--- config.mk ---
export PLATFORM = sky130hd
export DESIGN_NAME = count_display
export DESIGN_NICKNAME = d
export VERILOG_FILES = /design/src/rtl/count_display_pkg.sv /design/src/rtl/bin2bcd_seq.sv /design/src/rtl/count_display.sv
export SDC_FILE = /design/constraint.sdc
export NUM_CORES = 1
export LEC_CHECK = 0
export ABC_AREA = 1
export CORE_MARGIN = 2
export CORE_UTILIZATION = 45
export CTS_BUF_LIST = sky130_fd_sc_hd__clkbuf_4 sky130_fd_sc_hd__clkbuf_8
export DETAILED_ROUTE_END_ITERATION = 8
export GPL_ROUTABILITY_DRIVEN = 0
export RECOVER_POWER = 25
export SYNTH_ARGS = -nofsm -noshare
export SYNTH_HDL_FRONTEND = slang
export SYNTH_HIERARCHICAL = 1
export SYNTH_SLANG_ARGS = --single-unit
--- constraint.sdc ---
create_clock -name clock -period 3.5 [get_ports clock]
set_input_delay 0.35 -clock clock [delete_from_list [all_inputs] [get_ports clock]]
set_output_delay 0.35 -clock clock [all_outputs]
set_load 0.02 [all_outputs]
--- src/rtl/count_display_pkg.sv ---
// Shared definitions for the count_display slice: converter FSM encoding,
// seven-segment patterns ({g,f,e,d,c,b,a}, active-low), digit-index codes
// and the small helpers used by the converter and the display decode.
package count_display_pkg;

  // Converter FSM states.
  typedef enum logic [1:0] {
    StIdle  = 2'd0,
    StShift = 2'd1,
    StLoad  = 2'd2
  } conv_state_e;

  // Scanner digit positions; an[index] is pulled low while that position is lit.
  localparam logic [1:0] DigOnes  = 2'd0;
  localparam logic [1:0] DigTens  = 2'd1;
  localparam logic [1:0] DigHund  = 2'd2;
  localparam logic [1:0] DigBlank = 2'd3;

  // Common-anode segment patterns, a segment is lit when its bit is 0.
  localparam logic [6:0] Seg0     = 7'b1000000;
  localparam logic [6:0] Seg1     = 7'b1111001;
  localparam logic [6:0] Seg2     = 7'b0100100;
  localparam logic [6:0] Seg3     = 7'b0110000;
  localparam logic [6:0] Seg4     = 7'b0011001;
  localparam logic [6:0] Seg5     = 7'b0010010;
  localparam logic [6:0] Seg6     = 7'b0000010;
  localparam logic [6:0] Seg7     = 7'b1111000;
  localparam logic [6:0] Seg8     = 7'b0000000;
  localparam logic [6:0] Seg9     = 7'b0010000;
  localparam logic [6:0] SegBlank = 7'b1111111;

  // Double-dabble correction: a nibble of 5 or more would overflow past 9
  // after the next shift, so bias it by 3 first.
  function automatic logic [3:0] add3(input logic [3:0] nib);
    return (nib >= 4'd5) ? nib + 4'd3 : nib;
  endfunction

  // BCD digit to segment pattern; codes above 9 never occur and decode blank.
  function automatic logic [6:0] seg_decode(input logic [3:0] digit);
    logic [6:0] pat;
    case (digit)
      4'd0:    pat = Seg0;
      4'd1:    pat = Seg1;
      4'd2:    pat = Seg2;
      4'd3:    pat = Seg3;
      4'd4:    pat = Seg4;
      4'd5:    pat = Seg5;
      4'd6:    pat = Seg6;
      4'd7:    pat = Seg7;
      4'd8:    pat = Seg8;
      4'd9:    pat = Seg9;
      default: pat = SegBlank;
    endcase
    return pat;
  endfunction

endpackage

--- src/rtl/bin2bcd_seq.sv ---
// Sequential double-dabble converter: 8-bit binary to 3 BCD digits.
// One capture cycle, eight shift cycles, one load cycle. The bcd output only
// changes in the load cycle, so a partially converted value is never visible.
module bin2bcd_seq
  import count_display_pkg::*;
(
  input  logic        clock,
  input  logic        reset,
  input  logic [7:0]  bin,
  input  logic        start,
  output logic        busy,
  output logic [11:0] bcd,
  output logic        done
);

  conv_state_e state_q, state_d;

  logic [7:0]  shift_q;
  logic [11:0] scratch_q;
  logic [11:0] scratch_adj;
  logic [2:0]  bit_cnt_q;
  logic [11:0] bcd_q;

  // State register.
  always_ff @(posedge clock or posedge reset) begin
    if (reset) begin
      state_q <= StIdle;
    end else begin
      state_q <= state_d;
    end
  end

  // Next-state logic: capture on start, eight shifts, then one load cycle.
  always_comb begin
    state_d = state_q;
    unique case (state_q)
      StIdle:  if (start) state_d = StShift;
      StShift: if (bit_cnt_q == 3'd7) state_d = StLoad;
      StLoad:  state_d = StIdle;
      default: state_d = StIdle;
    endcase
  end

  // Per-nibble +3 correction applied before each shift.
  always_comb begin
    scratch_adj[3:0]  = add3(scratch_q[3:0]);
    scratch_adj[7:4]  = add3(scratch_q[7:4]);
    scratch_adj[11:8] = add3(scratch_q[11:8]);
  end

  // Datapath: shift register, BCD scratch, bit counter and the result register.
  always_ff @(posedge clock or posedge reset) begin
    if (reset) begin
      shift_q   <= 8'd0;
      scratch_q <= 12'd0;
      bit_cnt_q <= 3'd0;
      bcd_q     <= 12'd0;
    end else begin
      unique case (state_q)
        StIdle: begin
          if (start) begin
            shift_q   <= bin;
            scratch_q <= 12'd0;
            bit_cnt_q <= 3'd0;
          end
        end
        StShift: begin
          // {scratch, shift} <<= 1 after correction; MSB of shift enters BCD LSB.
          scratch_q <= {scratch_adj[10:0], shift_q[7]};
          shift_q   <= {shift_q[6:0], 1'b0};
          bit_cnt_q <= bit_cnt_q + 3'd1;
        end
        StLoad: begin
          bcd_q <= scratch_q;
        end
        default: ;
      endcase
    end
  end

  // Outputs: busy spans shift and load cycles; done marks the load cycle.
  always_comb begin
    busy = (state_q != StIdle);
    done = (state_q == StLoad);
    bcd  = bcd_q;
  end

endmodule

--- src/rtl/count_display.sv ---
// Decimal display of an 8-bit count on a 4-digit multiplexed common-anode
// seven-segment display. A change of count starts a bin2bcd_seq conversion;
// a free-running scanner lights ones, tens, hundreds and a blank position in
// turn, each for REFRESH_DIV cycles.
// Build option: define LEADING_ZERO_BLANK_EN to blank leading zero digits
// (hundreds when zero, tens when hundreds and tens are both zero).
module count_display
  import count_display_pkg::*;
#(
  parameter int unsigned REFRESH_DIV = 100000
) (
  input  logic       clock,
  input  logic       reset,
  input  logic [7:0] count,
  output logic [3:0] an,
  output logic [6:0] seg,
  output logic       dp,
  output logic       busy
);

  localparam int unsigned RefreshW = (REFRESH_DIV > 1) ? $clog2(REFRESH_DIV) : 1;
  localparam logic [RefreshW-1:0] RefreshLast = RefreshW'(REFRESH_DIV - 1);

  // Converter handshake and held values.
  logic        conv_busy;
  logic        conv_done;
  logic        conv_start;
  logic [11:0] conv_bcd;
  logic [7:0]  cap_q;
  logic [7:0]  last_q;

  // Scanner state.
  logic [RefreshW-1:0] refresh_q;
  logic [1:0]          idx_q;

  // Display decode.
  logic [3:0] hund, tens, ones;
  logic       hund_blank, tens_blank;
  logic [3:0] an_d, an_q;
  logic [6:0] seg_d, seg_q;

  // Only start while the converter is idle; a count that moves during a
  // conversion is picked up by the next idle comparison.
  assign conv_start = ~conv_busy & (count != last_q);

  bin2bcd_seq u_bin2bcd (
    .clock (clock),
    .reset (reset),
    .bin   (count),
    .start (conv_start),
    .busy  (conv_busy),
    .bcd   (conv_bcd),
    .done  (conv_done)
  );

  // Track the value being converted and the value currently displayed.
  always_ff @(posedge clock or posedge reset) begin
    if (reset) begin
      cap_q  <= 8'd0;
      last_q <= 8'd0;
    end else begin
      if (conv_start) cap_q <= count;
      if (conv_done)  last_q <= cap_q;
    end
  end

  // Refresh counter and digit index, free-running regardless of converter.
  always_ff @(posedge clock or posedge reset) begin
    if (reset) begin
      refresh_q <= '0;
      idx_q     <= DigOnes;
    end else if (refresh_q == RefreshLast) begin
      refresh_q <= '0;
      idx_q     <= idx_q + 2'd1;
    end else begin
      refresh_q <= refresh_q + 1'b1;
    end
  end

  assign hund = conv_bcd[11:8];
  assign tens = conv_bcd[7:4];
  assign ones = conv_bcd[3:0];

  // Leading-zero suppression flags (always clear in the default build).
  always_comb begin
    hund_blank = 1'b0;
    tens_blank = 1'b0;
`ifdef LEADING_ZERO_BLANK_EN
    hund_blank = (hund == 4'd0);
    tens_blank = (hund == 4'd0) && (tens == 4'd0);
`endif
  end

  // Digit select and segment decode for the current scan position.
  always_comb begin
    an_d  = 4'b1111;
    seg_d = SegBlank;
    unique case (idx_q)
      DigOnes: begin
        an_d  = 4'b1110;
        seg_d = seg_decode(ones);
      end
      DigTens: begin
        an_d  = 4'b1101;
        seg_d = tens_blank ? SegBlank : seg_decode(tens);
      end
      DigHund: begin
        an_d  = 4'b1011;
        seg_d = hund_blank ? SegBlank : seg_decode(hund);
      end
      DigBlank: begin
        an_d  = 4'b0111;
        seg_d = SegBlank;
      end
      default: ;
    endcase
  end

  // Register an/seg together so digit changes never glitch across positions.
  always_ff @(posedge clock or posedge reset) begin
    if (reset) begin
      an_q  <= 4'b1111;
      seg_q <= SegBlank;
    end else begin
      an_q  <= an_d;
      seg_q <= seg_d;
    end
  end

  assign an   = an_q;
  assign seg  = seg_q;
  assign dp   = 1'b1;
  assign busy = conv_busy;

endmodule
* Yosys cells after proc, flatten, opt, wreduce, memory -nomap -nowiden
Memory sizes are Yosys's and may differ from the RTL's. Index checks and enable logic that the tools add are counted.
Cells by class: multiplexer cells 15, equal/unequal tests 10, bitwise gates (word level) 2, magnitude comparators 3, $add $sub $neg 6, reduce and logical (&&, ||, !) cells 6
Operators by type and width (number):
- 7-bit one-hot mux with 4 select lines | 1
- 12-bit one-hot mux with 2 select lines | 1
- 17-bit by 1-bit adder with 17-bit output (second input constant) | 1
- 17-bit equality test (second input constant) | 1
- 17-bit two-way mux | 1
- 4-bit one-hot mux with 4 select lines | 1
- 8-bit one-hot mux with 2 select lines | 1
- 4-bit by 3-bit greater-or-equal comparator with 1-bit output (second input constant) | 3
- 12-bit two-way mux | 1
- 4-bit by 2-bit adder with 4-bit output (second input constant) | 2
- 4-bit two-way mux | 2
- 8-bit two-way mux | 1
- 8-bit inequality test | 1
- 2-bit equality test (second input constant) | 3
- 3-bit two-way mux | 2
- 3-bit one-hot mux with 2 select lines | 1
- 2-bit by 1-bit equality test with 1-bit output (second input constant) | 2
- 2-bit zero test | 2
- 2-bit two-way mux | 2
- 2-bit one-hot mux with 2 select lines | 1
- 2-bit AND reduction | 2
- 2-bit nonzero test | 2
- 3-bit by 1-bit adder with 3-bit output (second input constant) | 1
- 3-bit by 2-bit adder with 3-bit output (second input constant) | 1
- other kinds (6) | 6
Word-level totals: word-level logic and storage cells 56, input bits 10, register bits 83, memory bits (read-only) 336, output and inout bits 13, memories kept 3
Memory list:
- (no name shown) | depth 16, width 7, rd ports 1, clocked after memory_dff 0, write ports 0, RTL line count_display_pkg.sv:41 | case (digit)
- (no name shown) | depth 16, width 7, rd ports 1, clocked after memory_dff 0, write ports 0, RTL line count_display_pkg.sv:41
- (no name shown) | depth 16, width 7, rd ports 1, clocked after memory_dff 0, write ports 0, RTL line count_display_pkg.sv:41

* Depth between registers and ports, before layout
Gate-level depths: netlist of the first run.
depth after elaboration 5, depth in mapped cells 14, mapped depth without buffers 13

* By module
The synthesis of the first run kept the hierarchy.
By module, submodules not included:
- count_display | area each 2869.0 µm², seq. area each 1164.9 µm², times used 1, cells each 361
- bin2bcd_seq | area each 1808.0 µm², seq. area each 925.9 µm², times used 1, cells each 207

* Worst setup path before layout of the first run
No wires, ideal clock.
path kind flip-flop to flip-flop, start point reg u_bin2bcd.state_q[0], end point reg u_bin2bcd.shift_q[7], data arrival time 1663 ps, library setup time 74 ps, clock period less this slack 1737 ps, required time 3426 ps, cell stages (with the launch flop) 11, path buffers 2, slack 1763 ps, cell sequence dfrtp_1 -> buf_6 -> nor2_1 -> inv_1 -> clkinv_1 -> nand2_2 -> inv_1 -> o21ai_4 -> buf_6 -> nand2_1 -> o21ai_2
Between the ends: word-level cells in the longest chain between the ends 5, elaborated cells between the ends (all ways) 9, those cells by class eq/ne (2); mux (1); bitwise (2); reduce/logical (4)
Ends and longest elaborated chain:
- start, declared | RTL line bin2bcd_seq.sv:16 | conv_state_e state_q, state_d;
- start signal, assigned | RTL line bin2bcd_seq.sv:27 | state_q <= StIdle;
- start signal, assigned | RTL line bin2bcd_seq.sv:29 | state_q <= state_d;
- 2-bit nonzero test | RTL line bin2bcd_seq.sv:83 | busy = (state_q != StIdle);
- via busy | RTL line count_display.sv:18 | output logic busy
- 1-bit NOT | RTL line count_display.sv:44 | assign conv_start = ~conv_busy & (count != last_q);
- 1-bit AND | RTL line count_display.sv:44
- via conv_start | RTL line count_display.sv:27 | logic conv_start;
- 2-bit inequality test (no source line)
- 2-bit AND reduction (no source line)
- end signal, assigned | RTL line bin2bcd_seq.sv:62 | shift_q <= bin;
- end signal, assigned | RTL line bin2bcd_seq.sv:70 | shift_q <= {shift_q[6:0], 1'b0};
- end, declared | RTL line bin2bcd_seq.sv:18 | logic [7:0] shift_q;
The timed path passes the listed nets, and every way through them passes these cells. A chain may end at the register's enable or synchronous reset.

==> qor.csv, run 1 <==
stage,metric,value,unit
hold_path,min_path_type,reg -> reg,
synthesis,seq_area_frac_synth,44.7,%
grt,grt-ovfl-total,0,
outcome,violations,"max-capacitance violations, max-slew violations",
place,dpl.hpwl,6.15,mm
outcome,outcome,"complete, but fails checks",
route,vias,3497,
synthesis,ys_types,38,
clock_network,clockBufferDepth,2,
floorplanning,coreArea,10200,µm²
sta,fmax,0.422,GHz
route,wl_met1,4.21,mm
floorplanning,rows,37,
clock_network,root_buffer,clkbuf_8,
grt,first_global_vias,3386,
route,met3_length,295,µm
synthesis,synth_nets,611,
sta,setup_viol,0,
floorplanning,start_util,45.9,%
sta,tns,0,ps
grt,grt_use_total,16.6,%
critical_path,start_kind,input pin,
critical_path,cpPeakStageDelay,1440,ps
clock_network,cts_hold_buffers,0,
synthesis,synthArstFlopShare,100,%
final_layout,n_antenna_cell,0,
sta,finClkSkew,13.6,ps
clock_network,cts_made_buffers,9,
critical_path,crit_slowest_cell,clkbuf_1,
sta,slew_headroom,-34.1,%
place,portBuffers,21,
clock_network,cts_tree,yes,
synthesis,yosysWarningCount,6,
route,vias_per_cell,4.76,
route,ant_nets,0,
route,top_layer,met4,
route,totalWireLength,8.54,mm
power,p_switching,0.00149,W
route,wl_per_cell,11.6,µm
clock_network,clock_latency,350,ps
route,route.met2.wl,3.95,mm
critical_path,path_class,in -> async,
final_layout,nNetsFinal,636,
critical_path,critPathMaxFanout,37,
final_layout,drive_gt1_share,10.5,%
clock_network,htreeDepth,3,
floorplanning,fp.dieW,106,µm
place,pre_cts_ws,1030,ps
sta,rsz0062_at_grt,false,
power,ir_drop,0.383,mV
sta,finalHoldViolations,0,
critical_path,worstReg2RegStart,u_bin2bcd/state_q[0],
route,drc,0,
hold_path,worstHoldStart,cap_q[1],
clock_network,clkSlewWorstSetupHoldPaths,90,ps
power,p_int,0.00222,W
grt,antenna_found_initial,0,
critical_path,crit_buf_inv,3,
sta,slew_viol_final,38,
synthesis,syn_avg_cell_area,8.23,µm²
grt,grt_pass1_wl,15.2,mm
power,switching_share,40.2,%
synthesis,ys_top_cells_by_area,"dfrtp_1, nand2_1, ha_1",
floorplanning,dieArea,11200,µm²
synthesis,syn_area,4680,µm²
synthesis,synth-seq-cells,83,
power,total_power,0.00371,W
clock_network,post-cts-setup-buffer-count,0,
critical_path,crit_chain,dlygate4sd3_1 > inv_1 > clkbuf_1,
power,p_leak,2.62,nW
sta,period_share,67.7,%
synthesis,syn_inst,568,
clock_network,cts.sinks,83,
job,cap_violations,1,
sta,finalWorstSetupSlack,1130,ps
route,drt-pass1-iter-count,4,
synthesis,synth_ff_type,dfrtp_1,
floorplanning,io_pins,23,
final_layout,final_common_cell,nand2_1,
critical_path,end_kind,asynchronous set/reset pin,
power,seqPwrFrac,41.7,%
power,power_frac_clock,19.3,%
critical_path,crit_start,reset,
final_layout,final_cell_mix,"nand2_1, inv_1, dfrtp_1",
power,powerDensity,713,nW/µm²
critical_path,required,3560,ps
final_layout,area_delta_synth_final,11.2,%
sta,fin_crit,2370,ps
synthesis,synth_edf_count,0,
synthesis,yosys.area.top_type,dfrtp_1,
route,drtIter0Drc,159,
synthesis,synth_top_cell_area_share,38.5,%
clock_network,cts.repair.resized,0,
floorplanning,die_y,106,µm
power,comb_power_share,39.0,%
sta,whs,476,ps
critical_path,path_delay_family,buffers and inverters,
critical_path,critPathArrivalTime,2430,ps
sta,worst_pin_slew,2010,ps
grt,grt_start_max_net_pins,39,
-- synth_stat cells, drive strengths merged, types with 4 or more instances --
cell,number
dfrtp,72
nor2,40
dfstp,11
a21oi,6
buf,8
xor2,8
xnor2,4
inv,87
ha,33
o21ai,63
nand3,45
nand2,162
nand4,9
-- worst reg2reg max path, cell delays in order (launching register included) --
cell,delay (ps)
dfrtp_1,570
nor2_1,100
inv_1,90
clkinv_1,210
nand2_2,250
inv_1,130
o21ai_4,420
a22o_2,220
-- per-layer routing --
layer | vias to the layer above | GRT usage [%]
li1 | 1834 | -
met1 | 1596 | 22.7
met2 | 61 | 27.4
met3 | 6 | 3.19
met4 | 0 | 4.23
met5 | - | 0
-- flip-flops by register name (all words and copies together) (netlist names) --
signal and cells:
an 4, seg 7, refresh_q 17, last_q 8, u_bin2bcd/bit_cnt_q 3, u_bin2bcd/scratch_q 12, u_bin2bcd/shift_q 8, u_bin2bcd/bcd 12
cap_q 8, u_bin2bcd/state_q 2, idx_q 2
-- cells by family after synthesis --
kind of cell	synth area share (%)
adders and majority gates	8.83
DFF	44.7
and+or+nand+nor	25.2
xor gates and xnor gates	2.25
other	0.0802
AOI/OAI and AO/OA	9.18
muxes	0.722
buffers and inverters	9.07
-- power by group through the flow --
stage	clock (W)	sequential, W	combinational, W
after CTS	0.000743	0.00155	0.00146
after detailed placement	0	0.00156	0.00145
after global placement	0	0.00156	0.00141
final	0.000714	0.00155	0.00145
after floorplan	0	0.00153	0.00114
after global routing	0.000786	0.00159	0.00169
-- worst paths after layout --
path | endpoint | slack [ps] | depth (start not counted)
worst max-delay path | u_bin2bcd/scratch_q[10] | 1130 | 3
worst min register to register | cap_q[1] | 480 | 2
worst max register to register | u_bin2bcd/bit_cnt_q[2] | 1450 | 7
min in group asynchronous | seg[5] | 580 | 2
worst min-delay path | cap_q[1] | 480 | 2
max in group clock | u_bin2bcd/bit_cnt_q[2] | 1370 | 12
-- per-stage QoR --
step / utilization [%] / cells / cell area (µm²)
global placement: 49.0 / 718 / 4990
finish: 51.1 / 734 / 5200
floorplan: - / 568 / 4680
CTS: 51.1 / 734 / 5200
global route: 51.1 / 734 / 5200
detailed placement: 49.0 / 718 / 4990
-- layout make-up --
type	instances	area, µm²
Timing Repair Buffer	23	221
Inverter	89	344
Sequential cell	83	2090
Multi-Input combinational cell	387	2160
Clock buffer	10	138
Clock inverter	6	73.8
Tap cell	136	170
Fill cell	969	4980
No activity file was read; power rests on OpenSTA's default activity.
==> run 2, diff against run 1 <==
==> constraint.sdc (replaced) <==
create_clock -name clock -period 2.1 [get_ports clock]
set_input_delay 0.21 -clock clock [delete_from_list [all_inputs] [get_ports clock]]
set_output_delay 0.21 -clock clock [all_outputs]
set_load 0.02 [all_outputs]
==> run 2 against run 1 <==
  * The flow now finishes without violations
  * Critical path depth is the same
  * Combinational power grew 74%
  * Hold slack got worse by 7.0 ps
  * Sequential power up 65%
  * Die area stayed put
  * Design area is 0.91% higher
  * Power up 70%
  * Setup slack lost 800 ps
  * Non-clock buffer count up 4
  * Cell count up 0.54%
  * Sequential cell count is the same
  * Register-to-register slack lost 1100 ps
==> qor.csv, run 2 (synthesized netlist as in run 1, its figures left out) <==
stage,metric,value,unit
outcome,outcome,"finished, final reports clean",
sta,setup_viol,0,
critical_path,reg2regPathDepth,9,
clock_network,clkSlewWorstSetupHoldPaths,80,ps
critical_path,r2r_setup_slack,340,ps
grt,grt_pass1_wl,15.4,mm
clock_network,cts_tree,yes,
critical_path,end_kind,primary output,
floorplanning,fp.dieW,106,µm
grt,grtUsageMet3,2.70,%
critical_path,crit_slowest_cell,clkdlybuf4s50_1,
critical_path,critPathArrivalTime,1560,ps
grt,met1_usage,22.2,%
critical_path,r2r-end,u_bin2bcd/shift_q[6],
clock_network,clock_latency,350,ps
floorplanning,io_pins,23,
floorplanning,dieArea,11200,µm²
place,portBuffers,21,
critical_path,crit_buf_inv,2,
sta,fin_crit,1770,ps
final_layout,final_common_cell,nand2_1,
sta,tns,0,ps
critical_path,start_kind,register,
clock_network,clockBufferDepth,2,
final_layout,fin_util,51.5,%
critical_path,crit_chain,nor2_1 > inv_1 > clkdlybuf4s50_1,
sta,slew_headroom,28.1,%
sta,slew_viol_final,0,
critical_path,path_class,reg -> out,
grt,first_global_vias,3399,
sta,worst_pin_slew,1080,ps
sta,fmax,0.566,GHz
clock_network,htreeDepth,3,
clock_network,root_buffer,clkbuf_8,
route,ant_nets,0,
clock_network,post-cts-setup-buffer-count,0,
clock_network,cts_made_buffers,9,
final_layout,largest_register,refresh_q,
hold_path,whs_endpoint,cap_q[1],
final_layout,n_antenna_cell,0,
sta,finalHoldViolations,0,
hold_path,worstHoldStart,cap_q[1],
critical_path,critPathMaxFanout,3,
clock_network,cts_hold_buffers,0,
grt,grt_use_total,17.0,%
power,ir_drop,0.838,mV
grt,grt-ovfl-total,0,
clock_network,cts.sinks,83,
route,totalWireLength,8.60,mm
floorplanning,coreArea,10200,µm²
grt,use_met2,27.9,%
final_layout,final_cell_mix,"nand2_1, inv_1, dfrtp_1",
sta,finClkSkew,12.2,ps
grt,antenna_found_initial,0,
critical_path,path_delay_family,buffers and inverters,
floorplanning,start_util,45.9,%
place,dpl.hpwl,6.35,mm
final_layout,largest_reg_flops,17,
route,drc,0,
final_layout,area_delta_synth_final,12.2,%
critical_path,worstReg2RegStart,u_bin2bcd/state_q[1],
job,cap_violations,0,
route,vias_per_cell,4.75,
power,p_leak,2.65,nW
power,powerDensity,1200,nW/µm²
critical_path,required,1890,ps
route,wl_per_cell,11.7,µm
final_layout,drive_gt1_share,11.3,%
clock_network,cts.repair.resized,0,
hold_path,min_path_type,reg -> reg,
route,drtIter0Drc,188,
sta,rsz0062_at_grt,false,
grt,grt_start_max_net_pins,47,
floorplanning,rows,37,
grt,gr-max-usage-layer,met2,
hold_path,holdPathStages,2,
route,vias,3509,
sta,period_share,84.1,%
route,drt-pass1-iter-count,4,
final_layout,nNetsFinal,640,
floorplanning,die_y,106,µm
critical_path,cpPeakStageDelay,540,ps
[run 2: cell count changes in the layout (fill, tap and decap cells not counted), sizes merged]
cell	change
buf	+3
bufinv	+1
clkbuf	+2
clkinv	-1
inv	-1
[run 2: tightest hold or removal path: stages, from the launching register on]
cell and delay (ps):
dfrtp_1 350, nand2_1 50, nand2_1 40
[run 2: how the worst max path moves through the flow]
stage                                    start                   end  slack [ps]  depth (start not counted)
after floorplan           u_bin2bcd/state_q[0]  u_bin2bcd/shift_q[7]         360                         10
after global placement                count[3]  u_bin2bcd/shift_q[1]         190                         13
after detailed placement              count[7]  u_bin2bcd/shift_q[7]         120                         13
after CTS                 u_bin2bcd/state_q[1]                  busy         290                          3
after global routing      u_bin2bcd/state_q[1]  u_bin2bcd/shift_q[6]          90                          9
final                     u_bin2bcd/state_q[1]                  busy         330                          3
[run 2: layout make-up]
type | count | area (µm²)
inverters | 89 | 344
repair buffers | 27 | 263
fillers | 994 | 4940
multi-input cells | 387 | 2160
clock buffers | 11 | 139
well taps | 136 | 170
flip-flops and latches | 83 | 2090
clock inverters | 5 | 78.8
[run 2: per-stage QoR]
| stage | hold slack [ps] | total power (W) | cell area (µm²) | std cells | setup slack [ps] |
|---|---|---|---|---|---|
| after floorplan | 355 | 0.00446 | 4680 | 568 | 363 |
| after global placement | 451 | 0.00504 | 5030 | 722 | 188 |
| after detailed placement | 454 | 0.00512 | 5030 | 722 | 124 |
| after CTS | 327 | 0.00641 | 5250 | 738 | 287 |
| after global routing | 492 | 0.00692 | 5250 | 738 | 93.9 |
| final | 469 | 0.00632 | 5250 | 738 | 334 |
[run 2: where the power goes]
part	total, W	leakage [nW]	internal (W)	switching, W
Combinational	0.00253	1.50	0.000998	0.00153
Sequential	0.00255	1.04	0.00217	0.000379
Clock	0.00124	0.114	0.000695	0.000547
Total	0.00632	2.65	0.00386	0.00245
[run 2: routing by layer]
metal | vias up | routed length [µm]
li1 | 1841 | -
met1 | 1605 | 4190
met2 | 48 | 4000
met3 | 15 | 228
met4 | 0 | 176
met5 | - | 0
